==> src/rtl/stream_overflow_accumulator.sv <==
// Frame-based overflow-stop accumulator: sums a valid/ready word stream until the
// next addition would carry out of WIDTH bits, then emits one registered result beat.
module stream_overflow_accumulator #(
  parameter  int WIDTH     = 4,
  parameter  int MAX_TERMS = 4,
  localparam int CNT_W     = $clog2(MAX_TERMS)
) (
  input  logic             clk,
  input  logic             rst_n,
  input  logic             in_valid,
  output logic             in_ready,
  input  logic [WIDTH-1:0] in_data,
  input  logic             in_last,
  output logic             out_valid,
  input  logic             out_ready,
  output logic [WIDTH-1:0] out_sum,
  output logic [CNT_W-1:0] out_count,
  output logic             out_overflow
);

  typedef enum logic [1:0] {IDLE, ACCUM, DRAIN, RESULT} state_t;

  typedef struct packed {
    logic [WIDTH-1:0] sum;
    logic [CNT_W-1:0] count;
    logic             ovf;
  } res_t;

  localparam logic [CNT_W-1:0] LAST_IDX = CNT_W'(MAX_TERMS - 1);

  state_t           state, state_nxt;
  logic             up;
  logic [WIDTH-1:0] acc, acc_nxt;
  // ridx = retained terms - 1, aidx = accepted words - 1; both fit CNT_W
  logic [CNT_W-1:0] ridx, ridx_nxt, aidx, aidx_nxt, aidx_step;
  logic             ovf, ovf_nxt;
  res_t             res, res_nxt;
  logic [WIDTH:0]   t;
  logic             acc_in, term;

  assign in_ready     = up && (state != RESULT);
  assign acc_in       = in_valid && in_ready;
  assign out_valid    = (state == RESULT);
  assign out_sum      = res.sum;
  assign out_count    = res.count;
  assign out_overflow = res.ovf;

  always_comb begin
    state_nxt = state;
    acc_nxt   = acc;
    ridx_nxt  = ridx;
    aidx_nxt  = aidx;
    ovf_nxt   = ovf;
    res_nxt   = res;
    t         = {1'b0, acc} + {1'b0, in_data};
    aidx_step = (state == IDLE) ? '0 : aidx + CNT_W'(1);
    term      = acc_in && (in_last || (aidx_step == LAST_IDX));

    case (state)
      IDLE: if (acc_in) begin
        acc_nxt   = in_data;
        ridx_nxt  = '0;
        aidx_nxt  = '0;
        ovf_nxt   = 1'b0;
        state_nxt = term ? RESULT : ACCUM;
      end
      ACCUM: if (acc_in) begin
        aidx_nxt = aidx_step;
        if (!t[WIDTH]) begin
          acc_nxt  = t[WIDTH-1:0];
          ridx_nxt = ridx + CNT_W'(1);
        end else begin
          ovf_nxt = 1'b1;
        end
        state_nxt = term ? RESULT : (ovf_nxt ? DRAIN : ACCUM);
      end
      DRAIN: if (acc_in) begin
        aidx_nxt = aidx_step;
        if (term) state_nxt = RESULT;
      end
      RESULT: if (out_ready) begin
        state_nxt = IDLE;
        acc_nxt   = '0;
        ridx_nxt  = '0;
        aidx_nxt  = '0;
        ovf_nxt   = 1'b0;
      end
      default: state_nxt = IDLE;
    endcase

    // A lone first word that overflowed against the second reports zero sum
    if (term) begin
      res_nxt.sum   = ((ridx_nxt == '0) && ovf_nxt) ? '0 : acc_nxt;
      res_nxt.count = ridx_nxt;
      res_nxt.ovf   = ovf_nxt;
    end
  end

  always_ff @(posedge clk or negedge rst_n) begin
    if (!rst_n) begin
      state <= IDLE;
      up    <= 1'b0;
      acc   <= '0;
      ridx  <= '0;
      aidx  <= '0;
      ovf   <= 1'b0;
      res   <= '0;
    end else begin
      state <= state_nxt;
      up    <= 1'b1;
      acc   <= acc_nxt;
      ridx  <= ridx_nxt;
      aidx  <= aidx_nxt;
      ovf   <= ovf_nxt;
      res   <= res_nxt;
    end
  end

endmodule

==> config.mk <==
export PLATFORM = sky130hd
export DESIGN_NAME = stream_overflow_accumulator
export DESIGN_NICKNAME = d
export VERILOG_FILES = /design/src/rtl/stream_overflow_accumulator.sv
export SDC_FILE = /design/constraint.sdc
export NUM_CORES = 1
export LEC_CHECK = 0
export BUFFER_PORTS_ARGS = -buffer_cell sky130_fd_sc_hd__buf_2
export CELL_PAD_IN_SITES_DETAIL_PLACEMENT = 1
export CELL_PAD_IN_SITES_GLOBAL_PLACEMENT = 1
export CORE_ASPECT_RATIO = 1.4
export CORE_UTILIZATION = 38
export DETAILED_ROUTE_END_ITERATION = 16
export HOLD_SLACK_MARGIN = 0.02
export PLACE_DENSITY = 0.83
export SYNTH_ARGS = -nofsm -noshare
export SYNTH_HDL_FRONTEND = slang
export SYNTH_SLANG_ARGS = --single-unit
==> constraint.sdc <==
create_clock -name clk -period 2.3 [get_ports clk]
set_clock_uncertainty 0.15 [all_clocks]
set_input_delay 0.345 -clock clk [delete_from_list [all_inputs] [get_ports clk]]
set_output_delay 0.345 -clock clk [all_outputs]
set_load 0.1 [all_outputs]
## Yosys cells after proc, flatten, opt, wreduce, memory -nomap -nowiden

Cells that the tools add are included.

| word-level totals | value |
|---|---|
| register bits after elaboration | 19 |
| output and inout bits | 9 |

| operators by class | value |
|---|---|
| $add $sub $neg | 3 |
| eq/ne operators | 11 |
| muxes and demuxes | 31 |
| reduce and logical (&&, ||, !) cells | 10 |

Operators by type and width:

| kind | number |
|---|---|
| $mux W2 | 15 |
| $mux W4 | 5 |
| $pmux W2 S3 | 2 |
| $pmux W4 S3 | 1 |
| $ne A2 B2 Y1 const B | 5 |
| $pmux W2 S4 | 1 |
| $eq A2 B2 Y1 const B | 3 |
| $mux W1 | 6 |
| $add A4 B4 Y5 | 1 |
| $reduce_and A5 Y1 | 1 |
| $add A2 B1 Y2 const B | 2 |
| $logic_and A1 B1 Y1 | 4 |
| $logic_not A2 Y1 | 2 |
| $ne A2 B1 Y1 const B | 2 |
| $pmux W1 S3 | 1 |
| $reduce_and A3 Y1 | 1 |
| $eq A2 B1 Y1 const B | 1 |
| $reduce_or A2 Y1 | 1 |
| $logic_or A1 B1 Y1 | 1 |

## Longest topological paths before layout

Gate-level depths: netlist of the first run.

| logic depth | value |
|---|---|
| word-level depth | 9 |
| mapped depth | 9 |
| gate-level depth less buffers | 8 |

## Worst setup path after synthesis of the first run

No wires, ideal clock.

| path | value |
|---|---|
| path kind | reg2reg |
| from | reg state[1] |
| to | reg res (netlist bit out_sum[2]) |
| library setup time | 0.122 ns |
| arrival time | 2.582 ns |
| setup slack | -0.554 ns |
| cell stages (with the launch flop) | 8 |
| path buffers | 0 |
| period minus slack after synthesis | 2.854 ns |
| path through | dfrtp_1 -> ha_1 -> nand3b_4 -> a211o_1 -> nor4b_1 -> a311o_2 -> o31a_1 -> a22o_1 |

RTL lines:

| what | line | source |
|---|---|---|
| start: declaration | 31 | `state_t state, state_nxt;` |
| start signal: assignment | 109 | `state <= state_nxt;` |
| $eq A2 B2 Y1 | n/a |  |
| net out_valid | 14 | `output logic out_valid,` |
| $pmux W2 S3 | 59 | `case (state)` |
| net ridx_nxt[0] | 35 | `logic [CNT_W-1:0] ridx, ridx_nxt, aidx, aidx_nxt, aidx_step;` |
| $logic_not A2 Y1 | 93 | `res_nxt.sum = ((ridx_nxt == '0) && ovf_nxt) ? '0 : acc_nxt;` |
| $logic_and A1 B1 Y1 | 93 |  |
| $mux W4 | 93 |  |
| end signal: assignment | 115 | `res <= res_nxt;` |
| end: declaration | 37 | `res_t res, res_nxt;` |

The timed path passes the listed nets, and every way through them passes these cells.
A chain may end at the register's enable or synchronous reset.

## Worst setup path after layout of the first run

| path | value |
|---|---|
| from | reg acc[0] |
| to | reg res (netlist bit out_sum[2]) |

RTL lines:

| what | line | source |
|---|---|---|
| start: declaration | 33 | `logic [WIDTH-1:0] acc, acc_nxt;` |
| start signal: assignment | 111 | `acc <= acc_nxt;` |
| $add A4 B4 Y5 | 55 | `t = {1'b0, acc} + {1'b0, in_data};` |
| $mux W2 | 69 | `if (!t[WIDTH]) begin` |
| $mux W2 | 67 | `ACCUM: if (acc_in) begin` |
| $pmux W2 S3 | 59 |  |
| net ridx_nxt[1] | 35 |  |
| $logic_not A2 Y1 | 93 |  |
| $logic_and A1 B1 Y1 | 93 |  |
| $mux W4 | 93 |  |

The timed path passes the listed nets, and every way through them passes these cells. The select of a mux whose other input is x is not followed.

==> summary.md, run 1 <==
| Metric | Value |
|---|---|
| Arr. time, crit path | 2.67 ns |
| CP top delay family | compound AO/OA/AOI/OAI gates |
| Hold Path End | acc[0] |
| Critical path type | reg -> reg |
| First-pass DRT Iterations | 4 |
| Net Switching | 1.171 mW |
| CTS Sinks | 19 |
| Mapped Area | around 0.0011 mm^2 |
| Final WL | about 3600 um |
| Sequential fraction of the synthesis area | 0.4158 |
| Clock Pin Slew Worst Setup and Hold Paths | 0.08 ns |
| Combinational fraction of design power | 0.663 |
| Vias in the first global route | approximately 1.1k |
| Fin crit share | 1.161 |
| H-tree Lvls | 1 |
| Number of cells on the worst hold path | 3 |
| Top FF cell, synth | dfrtp_1 |
| Area of placed instances | 0.001416 mm^2 |
| Worst min path class | in -> reg |
| Clock Power Share | 0.102 |
| Peak Freq | 0.3743 GHz |
| Die height | 66.91 um |
| Post-DRT Antenna Nets | 0 |
| Mapped Cells | ~110 |
| Final Slew Violations | 0 |
| Layout cell share with drive strength beyond 1 | 0.4194 |
| Clk Latency, worst-skew pair | roughly 0.26 ns |
| CTS tree | done |
| Remaining DRCs | 0 |
| Die width | 48.37 um |
| Core Area | around 0.0028 mm^2 |
| Sw frac | 0.4977 |
| # port buffers | 17 |
| Inserted Diodes | 0 |
| Number of flops mapped to enable cells by yosys | 0 |
| Post-layout util | 0.5547 |
| Die area | 0.003236 mm^2 |
| Post-route cell area | 0.001580 mm^2 |
| Peak VDD IR | 1198 uV |
| Register bit total from synthesis | 19 |
| Netlist cell types | 40 |
| Average wire per standard cell | 18.58 um |
| CP required | approximately 2.3 ns |
| Final Setup Violations | 14 |
| Leakage | 0.8276 nW |
| Worst reg2reg path depth | 8 |
| Slowest-stage cell, CP | dfrtp_1 |
| Crit path launch type | flip-flop |
| Clock root cell | clkbuf_8 |
| TritonCTS buffer count | 3 |
| R2R Path End | out_sum[2] |
| Iter 0 DRT Violations | 29 |
| Initial Utilization | 0.4014 |
| WP buf/inv | 0 |
| Internal power | approximately 1.2 mW |
| Total global-route track usage | 0.2153 |
| Outcome | finished, violations left |
| Largest net degree at the start of global routing | 20 |
| Max_cap viols | 0 |
| Worst-path fanout max | 4 |
| Failing checks | setup timing |
| Nets@finish | 174 |
| Synthesized area per cell | around 10 um^2 |
| Mapped Nets | 129 |
| HP Start | in_data[0] |
| R2R Path Start | acc[0] |
| Final HPWL DP | approximately 2400 um |
| Pwr Density | 1489 mW/mm^2 |
| Flop pwr share | 0.235 |
| Number of top-level pins | 18 |
| Vias after detailed routing | about 1.1k |
| Worst reg-to-reg setup slack | -0.37 ns |
| FP Rows | 23 |
| GRT Residual Overflow | 0 |
| Period minus WS final | around 2.7 ns |
| First-pass GRT wire length | approximately 5200 um |
| Ys async rst share | 1.000 |
| Worst-path cell chain | ha_2 -> fa_2 -> a21o_1 -> a211o_1 -> o21ai_1 -> a21oi_2 -> o31a_1 -> a22o_1 |
| Layout Area Growth over Synthesis | 38.18% |
| Ys Warns | 0 |
| Final Worst Setup Slack | -0.3714 ns |
| Via density | ~5.5 |
| Initial antenna violation count | 0 |
| CP Capture Type | flip-flop |
| Slowest cell delay on critical path | 0.39 ns |
| Clk buf depth | 2 |
| Final hold viol count | 0 |
| RSZ-0062 raised after global routing | true |
| Global placement routability congestion | 0.8522 |
==> through the flow <==
step	total power, mW	cells	setup TNS, ns	hold WS [ns]	worst slack (ns)
floorplan	1.483	111	-0.06475	-0.1006	-0.06475
global placement	1.807	181	-1.318	0.1580	-0.2201
detailed placement	1.883	181	-2.201	0.1673	-0.3305
CTS	2.188	188	-1.133	0.2095	-0.2221
global route	2.480	192	-3.817	0.2218	-0.4639
finish	2.353	192	-2.259	0.2020	-0.3714
==> worst max-delay path by stage <==
stage | from | to | slack (ns) | depth (start not counted)
floorplan | acc[0] | out_sum[2] | -0.06 | 7
global placement | in_data[0] | out_sum[2] | -0.22 | 8
detailed placement | in_data[0] | out_sum[2] | -0.33 | 9
CTS | acc[0] | out_sum[1] | -0.22 | 9
global route | acc[0] | out_sum[2] | -0.46 | 8
finish | acc[0] | out_sum[2] | -0.37 | 8
==> per-layer routing <==
layer	routed length, um	global-route usage
met1	1313	0.2093
met2	2082	0.4560
met3	84	0.03196
met4	89	0.06618
met5	0	0
==> cell usage in the layout, fill, tap and decap left out, types with 3 or more instances in the layout <==
cell type and n:
buf_4 24, dfrtp_1 19, buf_2 17, nand2_1 13, ha_1 6, inv_1 5
a22o_1 5, o21ai_1 4, nor2_1 4, a21oi_1 4, a21o_1 3, clkbuf_8 3
==> power by group through the flow <==
stage / clock [mW] / combinational, mW / sequential [mW]
3_5_place_dp: 0 / 1.33 / 0.554
6_report: 0.241 / 1.56 / 0.553
2_1_floorplan: 0 / 0.638 / 0.845
5_1_grt: 0.255 / 1.65 / 0.571
4_1_cts: 0.238 / 1.40 / 0.548
3_3_place_gp: 0 / 1.27 / 0.540
==> layout make-up <==
cell class / count / area [um^2]
sequential: 19 / 475.5
tap: 37 / 46.29
clock buffer: 4 / 45.04
timing repair buffer: 43 / 286.5
fill: 313 / 1269
multi-input combinational: 83 / 704.4
inverter: 6 / 22.52
==> registers in the layout (all words and copies together), names as in the netlist <==
name,flops
out_count,2
out_overflow,1
acc,4
state,2
ridx,2
ovf,1
aidx,2
out_sum,4
up,1
==> what timing repair did <==
action | CTS | global route
hold buffers | 1 | 0
gates cloned | 0 | 0
buffers inserted | 2 | 4
endpoints found under the hold margin | 19 | 0
endpoints found under the setup margin | 11 | 13
pin swaps | 0 | 8
gates resized for setup | 6 | 11
==> worst register-to-register path, cell delays in order, from the launching register on <==
cell     delay [ns]
dfrtp_1        0.39
ha_2           0.20
fa_2           0.35
a21o_1         0.20
a211o_1        0.37
o21ai_1        0.25
a21oi_2        0.14
o31a_1         0.33
a22o_1         0.18
==> logic make-up (layout without fill, tap and decap cells) <==
group | count (synthesis) | after routing | share of synthesized area
other | 1 | 1 | 0.003279
muxes | 3 | 3 | 0.02845
AOI/OAI and AO/OA | 35 | 35 | 0.2309
xor gates and xnor gates | 2 | 2 | 0.01532
buffers and inverters | 9 | 53 | 0.03611
adders and majority gates | 9 | 9 | 0.1050
DFF | 19 | 19 | 0.4158
and+or+nand+nor | 33 | 33 | 0.1652
==> Yosys cell counts (3+ instances only) <==
cell / instances / area share
dfrtp_1: 19 / 0.42
nand2_1: 14 / 0.046
ha_1: 8 / 0.088
a21oi_1: 6 / 0.026
inv_1: 6 / 0.020
a22o_1: 5 / 0.038
nor2_1: 5 / 0.016
o21ai_0: 4 / 0.018
a21o_1: 3 / 0.020
o31ai_1: 3 / 0.020
Note: power is estimated with default switching activity, not from simulation.
==> run 2: changes to the inputs <==
--- a/config.mk
+++ b/config.mk
@@ -9,10 +9,10 @@
 export CELL_PAD_IN_SITES_DETAIL_PLACEMENT = 1
 export CELL_PAD_IN_SITES_GLOBAL_PLACEMENT = 1
 export CORE_ASPECT_RATIO = 1.4
-export CORE_UTILIZATION = 38
+export CORE_UTILIZATION = 45
 export DETAILED_ROUTE_END_ITERATION = 16
 export HOLD_SLACK_MARGIN = 0.02
-export PLACE_DENSITY = 0.83
+export PLACE_DENSITY = 0.91
 export SYNTH_ARGS = -nofsm -noshare
 export SYNTH_HDL_FRONTEND = slang
 export SYNTH_SLANG_ARGS = --single-unit
==> constraint.sdc (replaced) <==
create_clock -name clk -period 3.35 [get_ports clk]
set_clock_uncertainty 0.15 [all_clocks]
set_input_delay 0.5025 -clock clk [delete_from_list [all_inputs] [get_ports clk]]
set_output_delay 0.5025 -clock clk [all_outputs]
set_load 0.1 [all_outputs]
==> run 2 against run 1 <==
Compared with the run above:
- the run now ends clean
- via count is 11% lower
- die area down 15%
- combinational power decreased by 50%
- fmax is 0.80% lower
- hold slack improved by 0.13 ns
- non-clock buffer count shrank 25
- critical path type unchanged
- largest cell class unchanged
- largest power group unchanged
- highest routed layer unchanged
==> summary.md, run 2 (synthesized netlist as in run 1, its figures left out) <==
| Metric | Value |
|---|---|
| Outcome | complete, no violations |
| Max_cap viols | 0 (unchanged) |
| Die area | 0.002750 mm^2 (-15%) |
| GRT Residual Overflow | 0 (unchanged) |
| Worst-path fanout max | 4 (unchanged) |
| Post-DRT Antenna Nets | 0 (unchanged) |
| Die width | 44.61 um (-7.8%) |
| First-pass DRT Iterations | 5 (+1) |
| Iter 0 DRT Violations | 21 (-28%) |
| Setup crit end | out_sum[2] |
| Clock root cell | clkbuf_4 |
| Most common cell after layout, fill and taps aside | dfrtp_1 |
| CP required | 3.41 ns (+1.11 ns) |
| First-pass GRT wire length | 4340 um (-17%) |
| Internal power | 0.5974 mW (-49%) |
| Inserted Diodes | 0 (unchanged) |
| Remaining DRCs | 0 (unchanged) |
| Initial antenna violation count | 0 (unchanged) |
| Net Switching | 0.6731 mW (-43%) |
| TritonCTS buffer count | 3 (unchanged) |
| Via density | 5.756 (+4.2%) |
| Critical Path Source | acc[0] |
| Leakage | 0.6809 nW (-18%) |
| Average wire per standard cell | 15.65 um (-16%) |
| Largest net degree at the start of global routing | 20 (unchanged) |
| Slowest-stage cell, CP | a311o_2 |
| Combinational fraction of design power | 0.610 (-0.053) |
| Final HPWL DP | 2003 um (-16%) |
| WP buf/inv | 0 (unchanged) |
| RSZ-0062 raised after global routing | false |
| # port buffers | 17 (unchanged) |
| Critical path type | reg -> reg |
| Final WL | 2566 um (-28%) |
| Final setup TNS | 0 ns (+2.259 ns) |
| Post-layout util | 0.5390 (-0.01569) |
| Total global-route track usage | 0.2240 (+0.008689) |
| Worst reg2reg path depth | 7 (-1) |
| Global placement routability congestion | 0.7642 (-10%) |
| # Post-CTS Setup Buffers | 0 (-2) |
| Flop pwr share | 0.293 (+0.058) |
| Number of top-level pins | 18 (unchanged) |
| Peak Freq | 0.3713 GHz (-0.80%) |
| Clk buf depth | 2 (unchanged) |
| Final Setup Violations | 0 (-14) |
| Clock Pin Slew Worst Setup and Hold Paths | 0.11 ns (+0.03 ns) |
| Layout cell share with drive strength beyond 1 | 0.2231 (-0.1963) |
| Final hold viol count | 0 (unchanged) |
| Period minus WS final | 2.693 ns (+0.02154 ns) |
| CTS tree | done |
| Layout Area Growth over Synthesis | 12.69% |
| Power consumption | 1.271 mW (-46%) |
| Core Area | 0.002391 mm^2 (-16%) |
| Crit path launch type | flip-flop |
| Slowest cell delay on critical path | 0.44 ns (+0.05 ns) |
| Fin crit share | 0.8039 (-0.3576) |
| Initial Utilization | 0.4783 (+0.07688) |
| Worst-path cell chain | ha_1 -> fa_1 -> a21o_1 -> a211o_1 -> a311o_2 -> o31a_1 -> a22o_1 |
| Clock Power Share | 0.097 (-0.005) |
| Peak VDD IR | 634.2 uV (-47%) |
| Filler Cells Inserted | 284 (-9.3%) |
| Setup WS pre-CTS | 0.4180 ns (+0.7485 ns) |
| Clk Latency, worst-skew pair | 0.32 ns (+0.06 ns) |
| Most frequent cells in the layout | dfrtp_1, buf_2, nand2_1 |
| FP Rows | 21 (-8.7%) |
| R2R Path End | out_sum[2] |
| CTS Sinks | 19 (unchanged) |
| CP Capture Type | flip-flop |
| Sw frac | 0.5298 (+0.03205) |
| Final Slew Violations | 0 (unchanged) |
| Final Worst Setup Slack | 0.6570 ns (+1.028 ns) |
| Vias after detailed routing | 944 (-11%) |
| Worst min path class | in -> reg |
| H-tree Lvls | 1 (unchanged) |
| Arr. time, crit path | 2.76 ns (+0.09 ns) |
| Vias in the first global route | 981 (-12%) |
| R2R Path Start | acc[0] |
| Worst reg-to-reg setup slack | 0.66 ns (+1.03 ns) |
| CP top delay family | compound AO/OA/AOI/OAI gates |
| Pwr Density | 985.9 mW/mm^2 (-34%) |
| Die height | 61.65 um (-7.9%) |
| Nets@finish | 149 (-14%) |
| Crit. path cell count | 7 (-1) |
==> run 2: stage by stage <==
stage               cells  hold slack [ns]  area (um^2)
floorplan             111          0.05691         1144
global placement      159           0.3039         1252
detailed placement    159           0.3159         1252
CTS                   164           0.3264         1289
global route          164           0.3399         1289
finish                164           0.3343         1289
==> run 2: tightest hold or removal path, stage by stage <==
cell and delay, ns:
buf_2 0.09, a222oi_1 0.10, inv_1 0.07
==> run 2: cell type report <==
| class | instances | area [um^2] | share of cell area |
|---|---|---|---|
| multi-input cells | 83 | 626.9 | 0.4864 |
| clock buffers | 4 | 26.28 | 0.02039 |
| flip-flops and latches | 19 | 475.5 | 0.3689 |
| well taps | 34 | 42.54 | 0.03301 |
| inverters | 6 | 22.52 | 0.01748 |
| repair buffers | 18 | 95.09 | 0.07379 |
==> run 2: power by group through the flow <==
stage | Combinational [mW] | Sequential (mW) | Clock [mW]
final | 0.776 | 0.372 | 0.123
after global routing | 0.839 | 0.384 | 0.131
after CTS | 0.779 | 0.373 | 0.126
after detailed placement | 0.776 | 0.378 | 0
after global placement | 0.743 | 0.371 | 0
after floorplan | 0.432 | 0.575 | 0
==> run 2: worst min path at each step <==
stage	from	cells after the start	slack (ns)	to
CTS	in_data[0]	3	0.33	acc[0]
floorplan	rst_n	0	0.06	acc[0]
detailed placement	rst_n	1	0.32	aidx[0]
finish	in_data[0]	3	0.33	acc[0]
global placement	out_sum[0]	2	0.30	out_sum[0]
global route	in_data[0]	3	0.34	acc[0]
==> run 2: layer usage <==
layer	track usage	share of wire	vias up
met4	0.1039	0.023	0
met1	0.2537	0.42	471
met5	0	0	-
li1	-	-	443
met2	0.4118	0.52	24
met3	0.02933	0.037	6
==> run 2: what timing repair did <==
item | in CTS | in global routing
resized for setup | 0 | 0
hold buffers | 1 | 0
hold endpoints to repair | 19 | 0
